$ cat src/rtl/pc_gen.sv
// Fetch-stage program-counter generator: selects the next fetch PC from exception,
// ERET, branch redirect (buffered across stalls) or sequential increment.
module pc_gen #(
    parameter int unsigned      WIDTH        = 32,
    parameter logic [WIDTH-1:0] RESET_VECTOR = WIDTH'(32'h0000_3000),
    parameter logic [WIDTH-1:0] EXC_VECTOR   = WIDTH'(32'h0000_4180),
    parameter int unsigned      INC          = 4
) (
    input  logic             clk,
    input  logic             reset,
    input  logic             stall_f,
    input  logic             br_valid,
    input  logic [WIDTH-1:0] br_target,
    input  logic             exc_req,
    input  logic             eret_req,
    input  logic [WIDTH-1:0] epc_in,
    output logic [WIDTH-1:0] pc_f,
    output logic [WIDTH-1:0] pc_plus_inc,
    output logic             pend_valid,
    output logic             misalign_f
);

    localparam logic [WIDTH-1:0] INC_W = WIDTH'(INC);

    logic [WIDTH-1:0] r_pc;
    logic [WIDTH-1:0] r_pend_target;
    logic             r_pend_valid;
    logic [WIDTH-1:0] w_pc_seq;

    assign w_pc_seq = r_pc + INC_W;

    // A live redirect during a stall overwrites the pending slot; an unstalled one
    // both redirects and discards whatever was pending.
    always_ff @(posedge clk or posedge reset) begin
        if (reset) begin
            r_pc          <= RESET_VECTOR;
            r_pend_valid  <= 1'b0;
            r_pend_target <= '0;
        end else if (exc_req) begin
            r_pc         <= EXC_VECTOR;
            r_pend_valid <= 1'b0;
        end else if (eret_req) begin
            r_pc         <= epc_in;
            r_pend_valid <= 1'b0;
        end else if (br_valid && stall_f) begin
            r_pend_target <= br_target;
            r_pend_valid  <= 1'b1;
        end else if (br_valid) begin
            r_pc         <= br_target;
            r_pend_valid <= 1'b0;
        end else if (!stall_f) begin
            r_pc         <= r_pend_valid ? r_pend_target : w_pc_seq;
            r_pend_valid <= 1'b0;
        end
    end

    assign pc_f        = r_pc;
    assign pc_plus_inc = w_pc_seq;
    assign pend_valid  = r_pend_valid;
    assign misalign_f  = (r_pc[1:0] != 2'b00);

endmodule
$ cat config.mk
export PLATFORM = sky130hd
export DESIGN_NAME = pc_gen
export DESIGN_NICKNAME = d
export VERILOG_FILES = /design/src/rtl/pc_gen.sv
export SDC_FILE = /design/constraint.sdc
export NUM_CORES = 1
export LEC_CHECK = 0
export ABC_AREA = 1
export CORE_MARGIN = 4
export CORE_UTILIZATION = 54
export DETAILED_ROUTE_END_ITERATION = 6
export DONT_BUFFER_PORTS = 1
export PLACE_DENSITY = 0.72
export SLEW_MARGIN = 20
export SYNTH_ARGS = -nofsm -noshare
export SYNTH_HDL_FRONTEND = slang
export SYNTH_SLANG_ARGS = --single-unit
$ cat constraint.sdc
create_clock -name clk -period 3.2 [get_ports clk]
set_clock_uncertainty 0.2 [all_clocks]
set_input_delay 0.96 -clock clk [delete_from_list [all_inputs] [get_ports clk]]
set_output_delay 0.96 -clock clk [all_outputs]
set_load 0.01 [all_outputs]
==> out/qor.csv <==
stage;metric;value;unit
global_routing;vias in the first global route;3970;
detailed_routing;drt pass-1 iters;4;
floorplan;die area;0.009357;mm2
setup_path;CP Launch Type;flip-flop;
synth;asr flop ratio synth;100.0;%
synth;Synth Instances;602;
min_path;hold depth;2;
placed_design;Placer Congestion;0.9213;
sta;setup TNS;0;ns
setup_path;critical path's top delay family;simple AND/OR/NAND/NOR gates;
power;total power;2.107;mW
power;Leak;2.139;nW
global_routing;GRT Residual Overflow;0;
clock_network;CTS tree;built;
run_status;outcome;finished, final reports clean;
synth;Synthesis Warnings;0;
sta;final setup fails;0;
detailed_routing;# DRC;0;
clock_network;clk buf depth;2;
sta;fmax;328.0;MHz
setup_path;crit-path max cell delay;0.56;ns
setup_path;worst-path cell chain;nand3_1 > nor2_1 > nand2_1 > inv_1 > nand3_1 > and2_1;
setup_path;cell mode on critical path;nand3_1;
sta;RSZ-0062 raised after global routing;false;
setup_path;endpoint class of the critical path;output pin;
synth;Post-synth EDFFs;0;
detailed_routing;DR WL/cell;17.11;um
min_path;min-delay worst type;flip-flop to flip-flop;
power;PwrDens;464.4;mW/mm2
sta;Hold Fails Final Rpt;0;
global_routing;initial antenna violation count;0;
setup_path;Critical Path AT;1.89;ns
floorplan;Site Rows;32;
global_routing;pin count of the biggest net entering global routing;66;
cells_and_area;layout cells sized above 1;13.72;%
clock_network;clock transition at the registers of the reported paths;0.08;ns
clock_network;Clock Tree Root;clkbuf_8;
detailed_routing;vias;3964;
synth;Syn Area/Cell;7.062;um2
floorplan;Chip Width;96.73;um
clock_network;# H-tree levels;3;
detailed_routing;Total Wirelength;12.10;mm
placed_design;placed wire-length estimate;8.862;mm
placed_design;Post-DP Area;0.004354;mm2
clock_network;Sink Count;65;
detailed_routing;via/cell ratio;5.607;
floorplan;io pins;136;
sta;max-slew violations;0;
cells_and_area;post-route cell area;0.004538;mm2
cells_and_area;area grow syn2layout;6.739;%
clock_network;CTS Buf Count;9;
power;peak supply drop;0.3254;mV
clock_network;CTS Hold Bufs;0;
detailed_routing;Iteration-0 DRC Markers;209;
synth;post-synth cell types;30;
clock_network;postcts setup bufs;0;
setup_path;WP data required;2.04;ns
clock_network;clk_lat worst skew;0.35;ns
setup_path;critical path type;flip-flop to output pin;
synth;syn_nets;673;
setup_path;worst path bufs/invs;1;
sta;max_slew headroom;68.71;%
floorplan;Starting Density;55.31;%
synth;Post-Syn Area;0.004252;mm2
setup_path;cell count along the critical path;6;
clock_network;CTS resizes;0;
setup_path;cells on worst reg2reg path;12;
synth;Main synth FF type;dfrtp_1;
cells_and_area;# nets final;671;
setup_path;critical path's slowest cell;dfrtp_1;
global_routing;first-pass GRT wire length;19.94;mm
sta;Least-Margin Pin Slew;0.4693;ns
sta;min cycle time layout;3.049;ns
synth;Synth Register Bits;65;
detailed_routing;antenna-violating nets left;0;
setup_path;Worst Path Max Fanout;7;
floorplan;Die Span Y;96.73;um
synth;Seq/Total Area, Yosys;38.32;%
global_routing;GRT Overall Usage;26.22;%
floorplan;core box area;0.007687;mm2
cells_and_area;n_diodes;0;
placed_design;IO buf count;0;
sta;Tcrit/Tclk final;95.27;%
run;Max Cap Viol;0;
==> sequential cells by signal (all words and copies together) (netlist names) <==
register	flops
pc_f	32
r_pend_target	32
pend_valid	1
==> layer usage <==
layer	global-route usage, %	share of wire, %	vias to the layer above
met5	0	0	-
met4	9.395	1.9	0
met3	8.508	8.9	16
met2	42.73	48	164
met1	32.61	41	1867
li1	-	-	1917
==> where the power goes <==
group          internal, mW  leakage, nW  switching [mW]
Combinational         0.158         1.26           0.222
Clock                 0.302       0.0805           0.353
Sequential            0.946        0.797           0.127
Total                  1.41         2.14           0.702
==> worst register-to-register path: cells and delay by family (launching register included) <==
kind                       cells  cell delay (ns)
adders and majority gates      1             0.24
and+or+nand+nor               11             1.03
DFF                            1             0.44
==> layout by cell type (no fill, tap or decap), drive strengths merged, types with 8 or more instances in the layout <==
cell type / n
a21oi: 12
a221oi: 13
buf: 9
clkbuf: 10
dfrtp: 63
inv: 52
mux2: 28
nand2: 236
nand3: 16
nand3b: 8
nor2: 92
o21ai: 22
o22ai: 17
==> Yosys cell counts (6+ instances only) <==
cell      number  area (um2)
nand2_1      227       852.1
nand3_1       15       75.07
mux2_2        28       315.3
o22ai_1       17       106.4
a221oi_1      13       113.9
clkbuf_1       8       30.03
nor2_1        79       296.5
a21oi_1       12       60.06
buf_2         12       60.06
o21ai_0       21       105.1
nand2_2        8       50.05
nor2_2         7       43.79
nor2_4         6       67.56
inv_1         50       187.7
dfrtp_1       63        1577
nand3b_1       8       60.06
==> path summary, 6_finish.rpt <==
check,slack (ns),startpoint,to
max in group asynchronous,2.11,reset,pc_f[13]
hold / removal,0.30,r_pend_target[7],r_pend_target[7]
setup reg to reg,1.19,pc_f[3],pc_f[24]
min in group asynchronous,0.35,reset,r_pend_target[2]
hold reg to reg,0.30,r_pend_target[7],r_pend_target[7]
setup / recovery,0.15,pc_f[4],pc_plus_inc[27]
==> metrics by stage <==
stage / utilization [%] / cells / hold slack (ns) / worst slack (ns)
detailed placement: 56.64 / 691 / 0.2758 / 0.5211
CTS: 59.00 / 707 / 0.2954 / 0.1270
global route: 59.03 / 707 / 0.3150 / 0.01018
finish: 59.03 / 707 / 0.2969 / 0.1513
floorplan: - / 602 / 0.2534 / 0.4169
global placement: 56.64 / 691 / 0.2690 / 0.5456
==> layout make-up <==
class | count | area, um2
fillers | 737 | 3149
multi-input cells | 462 | 2318
flip-flops and latches | 65 | 1632
inverters | 53 | 198.9
clock buffers | 10 | 137.6
well taps | 102 | 127.6
repair buffers | 9 | 80.08
clock inverters | 6 | 43.79
==> logic make-up (layout without fill, tap and decap cells) <==
| logic type | count (synthesis) | count (layout) | synth area share, % |
|---|---|---|---|
| AND/OR/NAND/NOR | 355 | 355 | 34.93 |
| buffers and inverters | 75 | 78 | 7.151 |
| AO/OA/AOI/OAI | 71 | 71 | 10.45 |
| flip-flops | 65 | 65 | 38.32 |
| multiplexers | 28 | 28 | 7.416 |
| XOR/XNOR | 7 | 7 | 1.442 |
| adder cells (fa/ha/maj) | 1 | 1 | 0.2942 |
(Power assumes the default switching activity.)
